`src/rtl/clk_div_ctrl.sv`:
```
// clk_div_ctrl - run-time controller for the toggle-style clock divider.
//
// Owns the half-period count and the divided output. New half-period values
// arrive over a valid/ready handshake and are applied only when the output
// falls 1->0, so a period is never shortened or stretched mid-phase. The
// output is gated on/off cleanly and always parks low.
//
// Optional feature macro: CLK_DIV_CTRL_PERIOD_CNT_EN
//   Adds o_period_cnt[15:0], counting 1->0 output toggles. It is cleared on
//   IDLE->RUN and wraps.
//
// Ports:
//   i_clk        system clock (rising edge)
//   i_reset_n    async active-low reset
//   i_enable     1 = run, 0 = drain to low and stop
//   i_req_valid  half-period request valid
//   i_req_half   requested half-period (i_clk cycles)
//   o_req_ready  request accepted this cycle if valid (IDLE/RUN)
//   o_err        1-cycle pulse: accepted request was 0 and was discarded
//   o_frequency  divided clock (registered)
//   o_tick       1-cycle pulse on every o_frequency toggle
//   o_busy       1 whenever not IDLE
module clk_div_ctrl #(
  parameter int CNT_W        = 32,
  parameter int DEFAULT_HALF = 2
) (
  input  logic             i_clk,
  input  logic             i_reset_n,
  input  logic             i_enable,
  input  logic             i_req_valid,
  input  logic [CNT_W-1:0] i_req_half,
  output logic             o_req_ready,
  output logic             o_err,
  output logic             o_frequency,
  output logic             o_tick,
  output logic             o_busy
`ifdef CLK_DIV_CTRL_PERIOD_CNT_EN
  ,
  output logic [15:0]      o_period_cnt
`endif
);

  typedef enum logic [1:0] {IDLE, RUN, PENDING, DRAIN} state_t;

  localparam logic [CNT_W-1:0] HALF_RST = CNT_W'(DEFAULT_HALF);
  localparam logic [CNT_W-1:0] ONE      = CNT_W'(1);

  state_t           state;
  logic [CNT_W-1:0] half, pend, cnt;
  logic             pend_vld;

  logic req_ok, req_zero, tog, fall;

  assign o_req_ready = (state == IDLE) || (state == RUN);
  assign o_busy      = (state != IDLE);

  assign req_ok   = i_req_valid & o_req_ready & (i_req_half != '0);
  assign req_zero = i_req_valid & o_req_ready & (i_req_half == '0);
  // End of the current half-period; equality only, cnt never passes half-1.
  assign tog      = (cnt == half - ONE);
  assign fall     = tog & o_frequency;

  always_ff @(posedge i_clk or negedge i_reset_n) begin
    if (!i_reset_n) begin
      state       <= IDLE;
      half        <= HALF_RST;
      pend        <= '0;
      pend_vld    <= 1'b0;
      cnt         <= '0;
      o_frequency <= 1'b0;
      o_tick      <= 1'b0;
      o_err       <= 1'b0;
    end else begin
      o_tick <= 1'b0;
      o_err  <= req_zero;
      case (state)
        IDLE: begin
          cnt         <= '0;
          o_frequency <= 1'b0;
          // Loaded at the same edge RUN is entered, so a request arriving
          // together with enable shapes the very first period.
          if (req_ok)   half  <= i_req_half;
          if (i_enable) state <= RUN;
        end

        RUN, PENDING: begin
          if (!i_enable && !o_frequency) begin
            // Already low: stop without finishing the low phase.
            state    <= IDLE;
            cnt      <= '0;
            pend_vld <= 1'b0;
            if (req_ok)        half <= i_req_half;
            else if (pend_vld) half <= pend;
          end else begin
            if (tog) begin
              o_frequency <= ~o_frequency;
              o_tick      <= 1'b1;
              cnt         <= '0;
            end else begin
              cnt <= cnt + ONE;
            end

            if (!i_enable) begin
              // Output is high: keep counting until it falls.
              if (tog) begin
                state    <= IDLE;
                pend_vld <= 1'b0;
                if (req_ok)        half <= i_req_half;
                else if (pend_vld) half <= pend;
              end else begin
                state <= DRAIN;
                if (req_ok) begin
                  pend     <= i_req_half;
                  pend_vld <= 1'b1;
                end
              end
            end else if (state == PENDING) begin
              if (fall) begin
                half     <= pend;
                pend_vld <= 1'b0;
                state    <= RUN;
              end
            end else if (req_ok) begin
              pend     <= i_req_half;
              pend_vld <= 1'b1;
              state    <= PENDING;
            end
          end
        end

        DRAIN: begin
          // o_frequency is 1 throughout DRAIN, so every toggle here is 1->0.
          if (tog) begin
            o_frequency <= 1'b0;
            o_tick      <= 1'b1;
            cnt         <= '0;
            state       <= IDLE;
            pend_vld    <= 1'b0;
            if (pend_vld) half <= pend;
          end else begin
            cnt <= cnt + ONE;
          end
        end

        default: state <= IDLE;
      endcase
    end
  end

`ifdef CLK_DIV_CTRL_PERIOD_CNT_EN
  // o_frequency is 0 in IDLE, so fall can only fire while running/draining.
  always_ff @(posedge i_clk or negedge i_reset_n) begin
    if (!i_reset_n)                      o_period_cnt <= '0;
    else if (fall)                       o_period_cnt <= o_period_cnt + 16'd1;
    else if (state == IDLE && i_enable)  o_period_cnt <= '0;
  end
`endif

endmodule

```
`config.mk`:
```
export PLATFORM = sky130hd
export DESIGN_NAME = clk_div_ctrl
export DESIGN_NICKNAME = d
export VERILOG_FILES = /design/src/rtl/clk_div_ctrl.sv
export SDC_FILE = /design/constraint.sdc
export NUM_CORES = 1
export LEC_CHECK = 0
export ABC_CLOCK_PERIOD_IN_PS = 3600
export CORE_ASPECT_RATIO = 1.25
export CORE_MARGIN = 1.5
export CORE_UTILIZATION = 45
export CTS_BUF_LIST = sky130_fd_sc_hd__clkbuf_8
export DETAILED_ROUTE_END_ITERATION = 10
export GPL_TIMING_DRIVEN = 0
export PLACE_DENSITY = 0.67
export SYNTH_ARGS = -nofsm -noshare
export SYNTH_HDL_FRONTEND = slang
export SYNTH_SLANG_ARGS = --single-unit
```
`constraint.sdc`:
```
create_clock -name i_clk -period 3.6 [get_ports i_clk]
set_input_delay 0.54 -clock i_clk [delete_from_list [all_inputs] [get_ports i_clk]]
set_output_delay 0.54 -clock i_clk [all_outputs]
set_load 0.03 [all_outputs]
```
==> results of run 1 <==
==> sequential cells by signal, indices dropped and copies added, names as in the netlist <==
name,flops
cnt,32
half,32
pend,32
state,2
o_err,1
o_frequency,1
o_tick,1
pend_vld,1
==> cells in the mapped netlist, types with 5 or more instances <==
library cell	count
nor2_1	121
dfrtp_1	101
o21ai_0	68
nand2_1	60
clkbuf_1	52
nor3_1	51
nand2b_1	41
mux2i_1	38
xnor2_1	38
a31oi_1	37
mux2_4	30
nand3_1	25
xor2_1	25
mux2_2	23
nor4_1	19
mux2_1	14
inv_1	13
nand4_1	10
and3_1	8
buf_1	7
ha_1	7
a21oi_1	5
nand3b_1	5
==> cells by family after synthesis <==
family | after synthesis
adder cells (fa/ha/maj) | 7
buffers and inverters | 85
AND/OR/NAND/NOR | 373
multiplexers | 105
AO/OA/AOI/OAI | 141
XOR/XNOR | 63
flip-flops | 102
==> stage by stage <==
step	cells	hold slack, ns	power [mW]
6_report	1171	0.172	7.23
5_1_grt	1171	0.218	7.71
4_1_cts	1163	0.186	6.87
3_5_place_dp	1132	0.513	5.69
3_3_place_gp	1131	0.518	5.63
2_1_floorplan	876	0.244	4.73
==> worst paths after layout <==
path / start / end / slack [ns] / depth (start not counted)
max: half[19] / pend[12] / -0.03 / 13
min: i_reset_n / pend[21] / 0.17 / 1
max reg2reg: half[19] / pend[12] / -0.03 / 13
min reg2reg: pend[20] / pend[20] / 0.54 / 1
max in group asynchronous: i_reset_n / half[1] / 2.67 / 2
min in group i_clk: pend[20] / pend[20] / 0.54 / 1
==> routing by layer <==
| metal | up-vias | global-route usage | wire [um] |
|---|---|---|---|
| li1 | 3222 | - | - |
| met1 | 3306 | 0.333 | 9740 |
| met2 | 249 | 0.385 | 10100 |
| met3 | 36 | 0.0265 | 1050 |
| met4 | 0 | 0.129 | 652 |
| met5 | - | 0 | 0 |
==> cell usage in the layout, fill, tap and decap left out, drive strengths merged, types with 5 or more instances in the layout <==
cell / Yosys / layout
inv: 13 / 16
dfrtp: 101 / 101
clkbuf: 52 / 56
a31oi: 37 / 37
nand3b: 5 / 5
ha: 7 / 7
nand2: 61 / 61
nor3: 51 / 51
nor4: 22 / 22
mux2: 67 / 67
o21ai: 68 / 68
or4: 5 / 5
mux2i: 38 / 38
a21oi: 8 / 8
clkdlybuf4s50: 0 / 38
nand4: 10 / 10
nand2b: 41 / 41
xor2: 25 / 25
and3: 9 / 9
buf: 19 / 49
nor2: 121 / 121
xnor2: 38 / 38
nand3: 25 / 25
==> area by class of cell <==
class                   instances  area [um2]  share of cell area
flip-flops and latches        102        2560               0.281
clock inverters                 6        36.3             0.00399
well taps                     216         270              0.0297
clock buffers                  10         138              0.0151
plain buffers                  61         352              0.0386
multi-input cells             689        4900               0.539
repair buffers                 73         791              0.0869
inverters                      14        52.6             0.00578
==> power groups by stage <==
stage / logic (mW) / clock network [mW] / registers [mW]
2_1_floorplan: 2.99 / 0 / 1.74
3_3_place_gp: 3.79 / 0 / 1.84
3_5_place_dp: 3.85 / 0 / 1.84
4_1_cts: 4.24 / 0.720 / 1.91
5_1_grt: 4.90 / 0.764 / 2.04
6_report: 4.53 / 0.706 / 2.00
==> repair_timing <==
| action | 4_1_cts | 5_1_grt |
|---|---|---|
| resized for setup | 40 | 43 |
| cloned | 3 | 2 |
| setup buffers | 18 | 10 |
| endpoints found under the setup margin | 99 | 96 |
| pin swaps | 12 | 15 |
| hold endpoints to repair | 0 | 0 |
==> key figures, run 1 <==
Layout
  – Util after Layout: 0.557
  – Filler cells: 1472
  – Area delta synth->final: 19.9%
  – Nets: 993
  – Share of post-route cells with drive strength above 1: 0.177
  – Antenna diode count: 0
  – Final instance area: 9100 um2

Floorplan
  – Die ar.: 17700 um2
  – Core box area: 16300 um2
  – Starting density of the core: 0.465
  – Chip height: 148 um
  – Die W: 119 um
  – Num rows: 52
  – IO Pins: 41

Job
  – Max-Cap Viols: 0

Critical path
  – Critical path's top delay family: simple AND/OR/NAND/NOR gates
  – Crit. End Element: register
  – Worst Path Buf+Inv: 4
  – Arrival @ worst endpoint: 3.91 ns
  – Critical Path RT: 3.88 ns
  – Crit-path cells: buf_6 > or4_4 > or4_4 > mux2_4 > a21oi_2 > nor4_1 > and4_4 > buf_6 > a211o_4 > a21oi_4 > buf_12 > clkbuf_16 > mux2_4
  – CP Launch Type: register
  – Crit path largest cell delay: 0.51 ns
  – CP Max Fanout: 7
  – Crit path kind: register to register
  – Slowest-stage cell, CP: or4_4

Synthesis
  – Simple-Gate Fraction of Synth Area: 0.246
  – Post-synthesis mux area share: 0.164
  – Number of distinct library cells after synthesis: 65
  – Xor-xnor portion of the synthesized cell area: 0.0727
  – Synth Area in Compound Gates: 0.116
  – Syn Inst Count: 876
  – Syn nets: 919
  – Synth top area cells: dfrtp_1, nor2_1, mux2_4, mux2i_1, o21ai_0
  – Seq/Total Area, Yosys: 0.337
  – Syn Area/Cell: 8.66 um2
  – Syn. warnings: 0
  – Post-synth EDFFs: 0
  – Post-Synth Adder-Cell Area: 0.0115
  – Main combinational cell family by area after synthesis: simple AND/OR/NAND/NOR gates
  – Ys async rst share: 1.00
  – Seq cells post-synth: 102
  – Largest area contributor in the netlist: dfrtp_1
  – Yosys top cell area share: 0.333
  – Synth Flop Type: dfrtp_1
  – Mapped cell area: 7590 um2

STA
  – Tmin final: 3.63 ns
  – Final hold vios: 0
  – Final Setup Violations: 19
  – Fin crit share: 1.01
  – Setup_tns: -0.284 ns
  – Worst slew pin tran: 0.793 ns
  – Rel. slew slack: 0.472
  – RSZ-0062 raised after global routing: true
  – Clock skew: 0.0154 ns
  – Pins Over Slew Limit: 0
  – Fmax: 0.276 GHz
  – Worst setup slack after layout: -0.0273 ns

Drt
  – Routed Antenna Nets: 0
  – Wirelength per Cell: 18.4 um
  – Total wire length: 21.6 mm
  – Via count: 6813
  – Initial drt markers: 597
  – Drt via density: 5.82
  – Detailed Routing Iterations Pass 1: 5
  – # DRC: 0

Power and ir drop
  – Leakage Power: 3.57 nW
  – Combinational Power Share: 0.626
  – Peak supply drop: 0.000480 V
  – Clock power share: 0.098
  – Sw power: 3.20 mW
  – Seq pwr share: 0.276
  – Pint: 4.03 mW
  – Pwr/cell area: 795 nW/um2
  – Sw frac: 0.443

Status
  – Failing checks: negative setup slack
  – Status: complete, but fails checks

Clock tree
  – CTS H-Tree Depth: 3
  – Clk buf depth: 2
  – Later-pin clock latency in the skew report: 0.39 ns
  – CTS tree: yes
  – Hold_buf cts: 0
  – CTS root buffer: clkbuf_8
  – Clk slew on worst S/H paths: 0.11 ns
  – Clock buffer count from CTS: 9
  – # clock sinks: 102

GRT
  – GRT Total Usage: 0.245
  – Total congestion overflow: 0
  – Vias in the first global route: 6578
  – Pin count of the biggest net entering global routing: 57
  – First-pass GRT wire length: 34.3 mm
  – Antenna violations before repair: 0

Place
  – Final HPWL DP: 14.6 mm
  – IO Port Bufs: 39
  – RD Place Congestion: 0.856
  – Setup WS pre-CTS: -0.882 ns
  – Placed cell area: 8270 um2

Min path
  – Hold WC Path Type: input pin to asynchronous set/reset pin
Power figures use the tool's default switching activity.
==> inputs of run 2 (changes only) <==
--- a/config.mk
+++ b/config.mk
@@ -7,12 +7,13 @@
 export LEC_CHECK = 0
 export ABC_CLOCK_PERIOD_IN_PS = 3600
 export CORE_ASPECT_RATIO = 1.25
-export CORE_MARGIN = 1.5
+export CORE_MARGIN = 4
 export CORE_UTILIZATION = 45
 export CTS_BUF_LIST = sky130_fd_sc_hd__clkbuf_8
 export DETAILED_ROUTE_END_ITERATION = 10
 export GPL_TIMING_DRIVEN = 0
 export PLACE_DENSITY = 0.67
+export SETUP_SLACK_MARGIN = 0.02
 export SYNTH_ARGS = -nofsm -noshare
 export SYNTH_HDL_FRONTEND = slang
 export SYNTH_SLANG_ARGS = --single-unit
==> run 2 against run 1 <==
Effect of this change:
- the flow still finishes with violations (negative setup slack)
- register-to-register slack is essentially flat
- sequential share of layout area is 0.35 points lower
- final cell count is the same
- clock power rose by 10%
- core utilization rose by 0.58 points
==> key figures, run 2 (synthesis gave the netlist of run 1 again) <==
Critical path
  – Arrival @ worst endpoint: 3.91 ns (about the same)
  – Crit-path cells: buf_6 > or4_4 > or4_4 > mux2_4 > a21oi_2 > nor4_1 > and4_4 > buf_6 > a211o_4 > a21oi_4 > buf_12 > buf_12 > mux2_4
  – CP Max Fanout: 10 (+3)
  – Crit. End Element: register
  – Crit path kind: register to register
  – Crit path largest cell delay: 0.51 ns (about the same)
  – Critical Path RT: 3.89 ns (about the same)
  – Slowest-stage cell, CP: or4_4
  – CP Launch Type: register

Layout
  – Largest regs: cnt (32), half (32), pend (32)
  – Sequential Area: 2560 um2 (+0.20%)
  – Area of the multi-input gates: 4970 um2 (+1.4%)
  – Nets: 993 (unchanged)
  – Commonest cells after routing, fill and taps aside: nor2_1, dfrtp_1, o21ai_0
  – Most common cell after layout, fill and taps aside: nor2_1
  – Antenna diode count: 0 (unchanged)
  – Area delta synth->final: 21.7%
  – Filler cells: 1494 (+1.5%)
  – Share of post-route cells with drive strength above 1: 0.198 (+0.0209)
  – Final non-filler cell total: 1171 (unchanged)

Clock tree
  – CTS tree: yes
  – Hold_buf cts: 0 (unchanged)
  – CTS H-Tree Depth: 3 (unchanged)
  – CTS root buffer: clkbuf_8
  – Clk buf depth: 2 (unchanged)
  – # clock sinks: 102 (unchanged)
  – Later-pin clock latency in the skew report: 0.40 ns (about the same)
  – Clock buffer count from CTS: 9 (unchanged)
  – Clk slew on worst S/H paths: 0.11 ns (about the same)

Place
  – Inst Count DP: 1132 (unchanged)
  – Setup WS pre-CTS: -0.870 ns (+0.0118 ns)
  – IO Port Bufs: 39 (unchanged)
  – RD Place Congestion: 0.870 (+1.7%)
  – Final HPWL DP: 14.6 mm (-0.11%)

STA
  – Worst slew pin tran: 0.818 ns (+0.0248 ns)
  – Worst setup slack after layout: -0.0247 ns (+0.00260 ns)
  – RSZ-0062 raised after global routing: true
  – Final Setup Violations: 16 (-3)
  – Clock skew: 0.0124 ns (-0.00302 ns)
  – Setup_tns: -0.315 ns (-0.0317 ns)
  – Final hold vios: 0 (unchanged)
  – Tmin final: 3.62 ns (-0.00260 ns)
  – Final hold slack: 0.154 ns (-0.0184 ns)
  – Fmax: 0.276 GHz (about the same)
  – Fin crit share: 1.01 (about the same)
  – Pins Over Slew Limit: 0 (unchanged)
  – Rel. slew slack: 0.455 (-0.0165)

Status
  – Failing checks: negative setup slack
  – Status: complete, but fails checks

Drt
  – Initial drt markers: 624 (+4.5%)
  – Drt via density: 5.84 (+0.29%)
  – Total wire length: 22.3 mm (+3.2%)
  – Detailed Routing Iterations Pass 1: 5 (unchanged)
  – Wirelength per Cell: 19.0 um (+3.2%)
  – # DRC: 0 (unchanged)
  – Routed Antenna Nets: 0 (unchanged)
  – Via count: 6833 (+0.29%)

GRT
  – Total congestion overflow: 0 (unchanged)
  – Vias in the first global route: 6485 (-1.4%)
  – Antenna violations before repair: 0 (unchanged)
  – Met2 Usage GRT: 0.365 (-0.0201)
  – First-pass GRT wire length: 34.8 mm (+1.5%)
  – Routing usage on met1: 0.324 (-0.00880)
  – Pin count of the biggest net entering global routing: 57 (unchanged)
  – Most Crowded Layer GR: met2
  – GRT Total Usage: 0.230 (-0.0144)
  – Met3 usage: 0.0211 (-0.00538)

Floorplan
  – Starting density of the core: 0.463 (-0.00184)
  – Die ar.: 19000 um2 (+7.7%)
  – IO Pins: 41 (unchanged)
  – Core box area: 16400 um2 (+0.40%)
  – Chip height: 153 um (+3.4%)
  – Die W: 124 um (+4.2%)
  – Num rows: 52 (unchanged)

Power and ir drop
  – Leakage Power: 3.63 nW (+1.8%)
  – Peak supply drop: 0.000392 V (-18%)
  – Pwr/cell area: 813 nW/um2 (+2.3%)

Min path
  – Hold WC Path Type: input pin to asynchronous set/reset pin

Job
  – Max-Cap Viols: 0 (unchanged)
run 2: layout make-up:
class	count	share of cell area
Multi-Input combinational cell	689	0.539
Sequential cell	102	0.277
Timing Repair Buffer	77	0.0908
Buffer	57	0.0365
Tap cell	216	0.0293
Clock buffer	10	0.0149
Clock inverter	6	0.00678
Inverter	14	0.00569
run 2: metal layers:
layer	share of wire	vias up	wire length, um
met5	0	-	0
met1	0.44	3340	9760
met3	0.052	37	1170
met2	0.48	229	10700
li1	-	3227	-
met4	0.029	0	636
run 2: stage by stage:
stage          cell area [um2]  total power, mW   util
3_5_place_dp              8270             5.70  0.505
3_3_place_gp              8250             5.64  0.503
6_report                  9230             7.50  0.563
2_1_floorplan             7590             4.73      -
4_1_cts                   8930             6.99  0.544
5_1_grt                   9230             7.96  0.563
run 2: worst paths after layout:
| check | startpoint | end | slack [ns] | cells after the start |
|---|---|---|---|---|
| worst max-delay path | half[19] | pend[9] | -0.02 | 13 |
| worst min-delay path | i_reset_n | cnt[28] | 0.15 | 1 |
| worst max register to register | half[19] | pend[9] | -0.02 | 13 |
| worst min register to register | pend[11] | pend[11] | 0.54 | 1 |
| max in group asynchronous | i_reset_n | half[1] | 2.68 | 2 |
| min in group i_clk | pend[11] | pend[11] | 0.54 | 1 |
run 2: where the power goes:
group / internal (mW) / leakage, nW / switching [mW]
logic: 2.35 / 2.23 / 2.32
clock network: 0.340 / 0.105 / 0.439
registers: 1.53 / 1.30 / 0.520
total: 4.22 / 3.63 / 3.28
run 2: critical path: cells and delay by family, from the launching register on:
kind,cells,cell delay (ns)
buf+inv,4,0.59
mux,2,0.59
flops,1,0.39
simple gates,4,1.30
compound gates,3,0.64
run 2: repair_timing:
action | 4_1_cts | 5_1_grt
setup endpoints to repair | 100 | 64
gates cloned | 3 | 2
resized for setup | 52 | 58
pin swaps | 15 | 18
setup buffers | 20 | 12
